`src/rtl/jtkicker_pkg.sv`:
```
// Shared definitions for the Kicker graphics ROM requesters: FSM encoding
// and the SDRAM half-word base of each graphics ROM region.
package jtkicker_pkg;

  localparam int SDRAM_AW_DEF = 22;

  localparam logic [SDRAM_AW_DEF-1:0] TILE_ROM_OFFSET = 22'h00_0000;
  localparam logic [SDRAM_AW_DEF-1:0] OBJ_ROM_OFFSET  = 22'h01_0000;

  localparam logic [2:0] S_IDLE  = 3'd0;
  localparam logic [2:0] S_REQ   = 3'd1;
  localparam logic [2:0] S_BEAT0 = 3'd2;
  localparam logic [2:0] S_REQ1  = 3'd3;
  localparam logic [2:0] S_BEAT1 = 3'd4;

  typedef enum logic [2:0] {
    ST_IDLE  = S_IDLE,
    ST_REQ   = S_REQ,
    ST_BEAT0 = S_BEAT0,
    ST_REQ1  = S_REQ1,
    ST_BEAT1 = S_BEAT1
  } romrq_state_t;

endpackage

```
`src/rtl/jtkicker_tile_romrq.sv`:
```
// Single-entry cache in front of the SDRAM: turns 32-bit word requests from a
// graphics layer into two 16-bit SDRAM reads (low half first).
module jtkicker_tile_romrq
  import jtkicker_pkg::*;
#(
  parameter int                  AW       = 13,
  parameter int                  SDRAM_AW = SDRAM_AW_DEF,
  parameter logic [SDRAM_AW-1:0] OFFSET   = TILE_ROM_OFFSET
) (
  input  logic                clk,
  input  logic                rst,
  input  logic                rom_cs,
  input  logic [AW-1:0]       rom_addr,
  output logic [31:0]         rom_data,
  output logic                rom_ok,
  input  logic                downloading,
  output logic [SDRAM_AW-1:0] sdram_addr,
  output logic                sdram_req,
  input  logic                sdram_ack,
  input  logic                data_rdy,
  input  logic [15:0]         sdram_din
);

  romrq_state_t        state_q;
  logic [AW-1:0]       req_addr_q;
  logic [AW-1:0]       tag_q;
  logic                valid_q;
  logic [31:0]         data_q;
  logic [SDRAM_AW-1:0] sdram_addr_q;
  logic                sdram_req_q;

  logic                hit;
  logic                miss;
  logic [SDRAM_AW-1:0] base_cur;
  logic [SDRAM_AW-1:0] base_req;

  // Word address -> half-word address; wraps modulo 2^SDRAM_AW.
  assign base_cur = OFFSET + SDRAM_AW'({rom_addr, 1'b0});
  assign base_req = OFFSET + SDRAM_AW'({req_addr_q, 1'b0});

  assign hit  = valid_q && (tag_q == rom_addr);
  assign miss = rom_cs && !downloading && !hit;

  // Combinational so a changed address drops rom_ok in the same cycle.
  assign rom_ok     = hit && rom_cs && !downloading;
  assign rom_data   = data_q;
  assign sdram_addr = sdram_addr_q;
  assign sdram_req  = sdram_req_q;

  // NOTE: every register here uses <= so all state updates see the pre-edge
  // values; blocking assignments would make the case order matter.
  always_ff @(posedge clk) begin
    if (rst) begin
      state_q      <= ST_IDLE;
      req_addr_q   <= '0;
      tag_q        <= '0;
      valid_q      <= 1'b0;
      data_q       <= '0;
      sdram_addr_q <= '0;
      sdram_req_q  <= 1'b0;
    end else begin
      if (downloading) valid_q <= 1'b0;
      case (state_q)
        ST_IDLE: if (miss) begin
          req_addr_q   <= rom_addr;
          sdram_addr_q <= base_cur;
          sdram_req_q  <= 1'b1;
          valid_q      <= 1'b0;
          state_q      <= ST_REQ;
        end
        ST_REQ: if (sdram_ack) begin
          sdram_req_q <= 1'b0;
          state_q     <= ST_BEAT0;
        end
        ST_BEAT0: if (data_rdy) begin
          data_q[15:0] <= sdram_din;
          sdram_addr_q <= base_req + SDRAM_AW'(1);
          sdram_req_q  <= 1'b1;
          state_q      <= ST_REQ1;
        end
        ST_REQ1: if (sdram_ack) begin
          sdram_req_q <= 1'b0;
          state_q     <= ST_BEAT1;
        end
        ST_BEAT1: if (data_rdy) begin
          // A fetch that overlapped a ROM download completes but stays invalid.
          data_q[31:16] <= sdram_din;
          tag_q         <= req_addr_q;
          valid_q       <= !downloading;
          state_q       <= ST_IDLE;
        end
        default: state_q <= ST_IDLE;
      endcase
    end
  end

endmodule

```
`config.mk`:
```
export PLATFORM = sky130hd
export DESIGN_NAME = jtkicker_tile_romrq
export DESIGN_NICKNAME = d
export VERILOG_FILES = /design/src/rtl/jtkicker_pkg.sv /design/src/rtl/jtkicker_tile_romrq.sv
export SDC_FILE = /design/constraint.sdc
export NUM_CORES = 1
export LEC_CHECK = 0
export BUFFER_PORTS_ARGS = -buffer_cell sky130_fd_sc_hd__clkbuf_2
export CORE_ASPECT_RATIO = 0.8
export CORE_MARGIN = 2
export CORE_UTILIZATION = 47
export CTS_CLUSTER_DIAMETER = 80
export DETAILED_ROUTE_END_ITERATION = 8
export HOLD_SLACK_MARGIN = 0.08
export PLACE_DENSITY = 0.76
export SETUP_SLACK_MARGIN = 0.4
export SLEW_MARGIN = 20
export SYNTH_ARGS = -nofsm -noshare
export SYNTH_HDL_FRONTEND = slang
export SYNTH_SLANG_ARGS = --single-unit
```
`constraint.sdc`:
```
create_clock -name clk -period 1.7 [get_ports clk]
set_input_delay 0.34 -clock clk [delete_from_list [all_inputs] [get_ports clk]]
set_output_delay 0.34 -clock clk [all_outputs]
set_load 0.02 [all_outputs]
```
==> results of run 1 <==
area by class of cell:
class / count / area [um^2]
repair buffers: 121 / 815
flip-flops and latches: 77 / 1560
multi-input cells: 273 / 1800
well taps: 87 / 109
clock inverters: 6 / 111
clock buffers: 10 / 128
fillers: 583 / 2300
tightest hold or removal path: cells and delay by family:
family | cells | cell delay, ns
buffers and inverters | 1 | 0.09
AND/OR/NAND/NOR | 1 | 0.05
AO/OA/AOI/OAI | 1 | 0.05
path summary, 6_finish.rpt:
check | to | slack, ns | depth (start not counted)
max | rom_ok | -0.61 | 5
min | rom_data[21] | 0.22 | 3
max reg2reg | req_addr_q[9] | -0.29 | 9
min reg2reg | rom_data[23] | 0.46 | 2
stage by stage:
stage	hold WS, ns	setup TNS [ns]	setup slack, ns	cell area (um^2)	utilization (%)
2_1_floorplan	0.437	-0.819	-0.128	3430	-
3_3_place_gp	0.442	-3.45	-0.324	4000	58.6
3_5_place_dp	0.445	-4.77	-0.347	4000	58.6
4_1_cts	0.203	-2.32	-0.590	4340	63.7
5_1_grt	0.191	-8.79	-0.660	4520	66.2
6_report	0.221	-6.33	-0.607	4520	66.2
cell usage in the layout, fill, tap and decap left out, types with 5 or more instances in the layout:
| cell type | count |
|---|---|
| clkbuf_2 | 80 |
| buf_6 | 12 |
| dfxtp_2 | 13 |
| clkbuf_8 | 10 |
| xnor2_2 | 12 |
| conb_1 | 8 |
| nand2_2 | 5 |
| nor2b_1 | 14 |
| nand2_1 | 86 |
| buf_4 | 22 |
| nor2_1 | 16 |
| a21oi_1 | 41 |
| o21ai_0 | 15 |
| mux2i_1 | 25 |
| dfxtp_1 | 63 |
| a21oi_2 | 8 |
| o31ai_2 | 10 |
flip-flops by register name (all words and copies together) (netlist names):
register,flops
req_addr_q,13
sdram_req,1
rom_data,32
state_q,3
valid_q,1
tag_q,13
sdram_addr,14
cell families (layout without fill, tap and decap cells):
| family | Yosys count | after routing | share of synthesized area [%] |
|---|---|---|---|
| xor gates and xnor gates | 14 | 14 | 3.97 |
| buffers and inverters | 35 | 137 | 5.68 |
| muxes | 26 | 26 | 7.94 |
| other | 1 | 8 | 0.114 |
| DFF | 77 | 77 | 47.0 |
| AOI/OAI and AO/OA | 79 | 79 | 15.1 |
| and+or+nand+nor | 146 | 146 | 20.2 |
power by group through the flow:
stage | clock (mW) | sequential, mW | combinational (mW)
floorplan | 0 | 1.96 | 0.262
detailed placement | 0 | 1.93 | 0.448
CTS | 1.67 | 1.89 | 0.469
global route | 1.76 | 1.90 | 0.532
global placement | 0 | 1.93 | 0.440
finish | 1.64 | 1.89 | 0.496
cell usage after synthesis, types with 2 or more instances:
master    count
a21oi_1      49
buf_1         5
buf_2         2
buf_4         8
buf_6         3
clkbuf_1     17
dfxtp_1      77
mux2i_1      26
nand2_1      95
nand3_1       4
nand4_2       2
nor2_1       17
nor2b_1      14
nor3_1        2
o21ai_0      15
o31ai_1       5
o31ai_2       8
xnor2_1      12
metal layers:
layer / global-route usage [%] / up-vias / share of wire [%]
met5: 0 / - / 0
met4: 7.22 / 0 / 1.1
met3: 5.28 / 8 / 5.3
met2: 34.4 / 66 / 47
met1: 29.5 / 1384 / 47
li1: - / 1467 / -
timing repair:
| action | in CTS | in global routing |
|---|---|---|
| resized for setup | 17 | 47 |
| pin swaps | 3 | 17 |
| gates cloned | 2 | 0 |
| buffers inserted | 3 | 1 |
| setup endpoints to repair | 64 | 72 |
==> metrics, run 1 <==
status complete, but fails checks; failing checks setup timing; total wire length 8310 um; H-tree depth 3; CP max stage delay 0.54 ns; DIE AREA 7670 um^2; Critical Path Start Type flop; DR WL/cell 14.5 um; Placeable Area 6820 um^2; FF-to-FF Start tag_q[3]; Buf+Inv Stages, Crit Path 1; crit path time final 2.31 ns; Num CTS Buffers 9; switching share of total power 24.4%; EDFF count, synth 0; Clock power frac 40.8%; number of port buffers 82; GRT Residual Overflow 0; Via density 5.10; clock root cell clkbuf_8; PnR worst setup slack -0.607 ns; GPL Wtd Cong 0.801; Post-synth ARST share 0%; initial antenna violation count 0; top cells by area, synth dfxtp_1 47%, nand2_1 11%, mux2i_1 7.9%, a21oi_1 7.5%, xnor2_1 3.2%; Placed Cells 552; Crit path max-delay family simple AND/OR/NAND/NOR gates; vias 2925; layout cell share with drive strength beyond 1 41.7%; Ys Warns 0; Worst EP required 1.36 ns; internal power 3.04 mW; sequential share of power 46.9%; Avg Inst Size Synth 8.68 um^2; cell count after synthesis 378; crit-path max FO 2; Finished Layout Cells 574; CP Launch Point tag_q[3]; row cnt 27; GRT Resource Usage Total 21.8%; fin crit share 136%; Clock Sinks 77; max cap viols 0; Max Freq 433 MHz; post-synthesis register bit count 77; nets@finish 517; hold path start sdram_din[5]; Detailed Routing Iterations Pass 1 4; # DRC 0; prevailing post-synth register cell dfxtp_1; drt first-iter violations 166; CTS clk-pin slew, worst paths 0.08 ns; boundary pin count 91; global-route wire length before repair 13300 um; Starting Density 48.1%; fin. max-slew vios 0; hold buffer count at CTS 0; Max IR drop VDD 0.779 mV; vias in the first global route 2751; critical path arrival 1.97 ns; Clock Path Buffers 2; worst path cell trace xnor2_2 > nand4_1 > or4_4 > nor3b_4 > clkbuf_8; sequential cell area fraction in the yosys report 47.0%; final hold violations 0; dpl hpwl 5700 um; top-area cell type share of the netlist area 47.0%; clock latency on the worst-skew pair 0.34 ns; critical path endpoint category output pin; area leader, netlist dfxtp_1; critical path type reg2out; RSZ-0062 raised after global routing true; power density over the cells 891 nW/um^2; Final ANT Viol Nets 0; Comb power frac 12.3%; die height 78.7 um; P_leak 1.91 nW; ANT cells 0; CP max stage cell or4_4; final clock skew 0.00859 ns; Netlist cell types 35; area grow syn2layout 37.8%; Hold/Removal Path Class in2reg; sw power 0.983 mW; largest net degree at the start of global routing 59; Mapped Area 3280 um^2; Die X 97.4 um; CTS tree done; total power 4.03 mW; Setup Viol. Count Final 31
(Power assumes the default switching activity.)
==> inputs of run 2 (changes only) <==
--- a/config.mk
+++ b/config.mk
@@ -18,3 +18,4 @@
 export SYNTH_ARGS = -nofsm -noshare
 export SYNTH_HDL_FRONTEND = slang
 export SYNTH_SLANG_ARGS = --single-unit
+export TNS_END_PERCENT = 30
==> constraint.sdc (replaced) <==
create_clock -name clk -period 1.7 [get_ports clk]
set_input_delay 0.17 -clock clk [delete_from_list [all_inputs] [get_ports clk]]
set_output_delay 0.17 -clock clk [all_outputs]
set_load 0.02 [all_outputs]
==> run 2 against run 1 <==
Net effect: the flow still finishes with violations (setup timing); total power decreased by 9.1%; worst hold slack got worse by 0.095 ns; largest cell class unchanged; sequential power about the same; clock power decreased by 24%; via count increased by 2.1%; utilization increased by 0.68 points; global-route usage decreased by 0.27 points; wire length increased by 1.6%; combinational power increased by 6.5%; setup slack improved by 0.22 ns; fmax increased by 10%; critical path type unchanged.
==> metrics, run 2 (same netlist as run 1, synthesis figures left out) <==
boundary pin count 91; CTS tree done; Clock Path Buffers 2; clock root cell clkbuf_8; final hold violations 0; P_leak 1.90 nW; number of flip-flops in the largest register 32; # DRC 0; Starting Density 48.1%; Setup Viol. Count Final 31; RSZ-0062 raised after global routing true; DIE AREA 7670 um^2; Hold Worst Slack 0.126 ns; critical path arrival 1.92 ns; global-route wire length before repair 13200 um; vias 2985; commonest non-fill, non-tap cell in the layout nand2_1; Hold/Removal Path Class in2reg; Via density 5.09; Clock Sinks 77; Num CTS Buffers 9; largest net degree at the start of global routing 91; die height 78.7 um; vias in the first global route 2809; Final ANT Viol Nets 0; GRT Residual Overflow 0; Placeable Area 6820 um^2; Detailed Routing Iterations Pass 1 4; H-tree depth 3; Critical Path Start Type flop; total wire length 8440 um; Max Freq 479 MHz; Post-DP Area 3910 um^2; fin. max-slew vios 0; GRT Resource Usage Total 21.5%; setup total negative slack -4.29 ns; ANT cells 0; PnR worst setup slack -0.388 ns; clock latency on the worst-skew pair 0.34 ns; drt first-iter violations 104; critical path endpoint category output pin; crit-path max FO 2; Max IR drop VDD 0.521 mV; DR WL/cell 14.4 um; layout cell share with drive strength beyond 1 38.9%; GPL Wtd Cong 0.791; area grow syn2layout 39.3%; initial antenna violation count 0; final clock skew 0.0104 ns; Die X 97.4 um; power density over the cells 802 nW/um^2; dpl hpwl 5540 um; max cap viols 0; fin crit share 123%; number of port buffers 82; most frequent cells in the layout 93 x nand2_1, 80 x clkbuf_2, 64 x dfxtp_1; status complete, but fails checks; failing checks setup timing; crit path time final 2.09 ns; nets@finish 530; Worst EP required 1.53 ns; final instance area 4570 um^2; CTS clk-pin slew, worst paths 0.07 ns; row cnt 27; critical path type reg2out
==> run 2: cell types whose count changed in the layout (fill, tap and decap cells not counted), sizes merged <==
cell / previous run / this run
dlygate4sd3: 0 / 16
bufinv: 3 / 0
clkbuf: 91 / 94
buf: 40 / 38
clkinv: 2 / 1
clkinvlp: 1 / 0
==> run 2: through the flow <==
stage	setup WS (ns)	util (%)	cells	power, mW
3_5_place_dp	-0.0899	57.4	547	2.36
5_1_grt	-0.425	66.9	586	3.82
3_3_place_gp	-0.0812	57.4	547	2.35
6_report	-0.388	66.9	586	3.66
4_1_cts	-0.412	64.8	583	3.68
2_1_floorplan	-0.0566	-	385	2.21
==> run 2: path summary, 6_finish.rpt <==
check / startpoint / end / slack, ns / cells after the start
max: tag_q[12] / rom_ok / -0.39 / 5
max reg2reg: tag_q[3] / req_addr_q[9] / -0.23 / 9
min reg2reg: rom_data[6] / rom_data[6] / 0.45 / 2
min: sdram_ack / state_q[2] / 0.13 / 3
==> run 2: repair_timing <==
item,in CTS,in global routing
gates resized for setup,43,32
cloned,2,0
hold buffers,16,0
endpoints found under the hold margin,32,0
setup buffers,3,3
pin swaps,17,6
endpoints found under the setup margin,60,76
==> run 2: area by class of cell <==
| type | count | area (um^2) |
|---|---|---|
| fillers | 564 | 2260 |
| multi-input cells | 273 | 1800 |
| flip-flops and latches | 77 | 1560 |
| repair buffers | 134 | 925 |
| clock buffers | 14 | 173 |
| well taps | 87 | 109 |
| clock inverters | 1 | 5.00 |
==> run 2: where the power goes <==
group / total [mW] / internal, mW / switching [mW] / leakage, nW
logic: 0.528 / 0.234 / 0.294 / 1.18
registers: 1.89 / 1.85 / 0.0350 / 0.630
clock network: 1.24 / 0.642 / 0.603 / 0.0926
==> run 2: critical path, stage by stage (launching register included) <==
cell	delay (ns)
dfxtp_2	0.33
xnor2_2	0.16
nand4_2	0.17
or4_4	0.56
nor3b_4	0.22
buf_6	0.15
==> run 2: layer usage <==
metal / vias up / GRT usage (%) / wire, um
met5: - / 0 / 0
met4: 0 / 7.36 / 83
met3: 6 / 5.28 / 495
met2: 93 / 34.1 / 3990
met1: 1400 / 28.9 / 3870
li1: 1486 / - / -
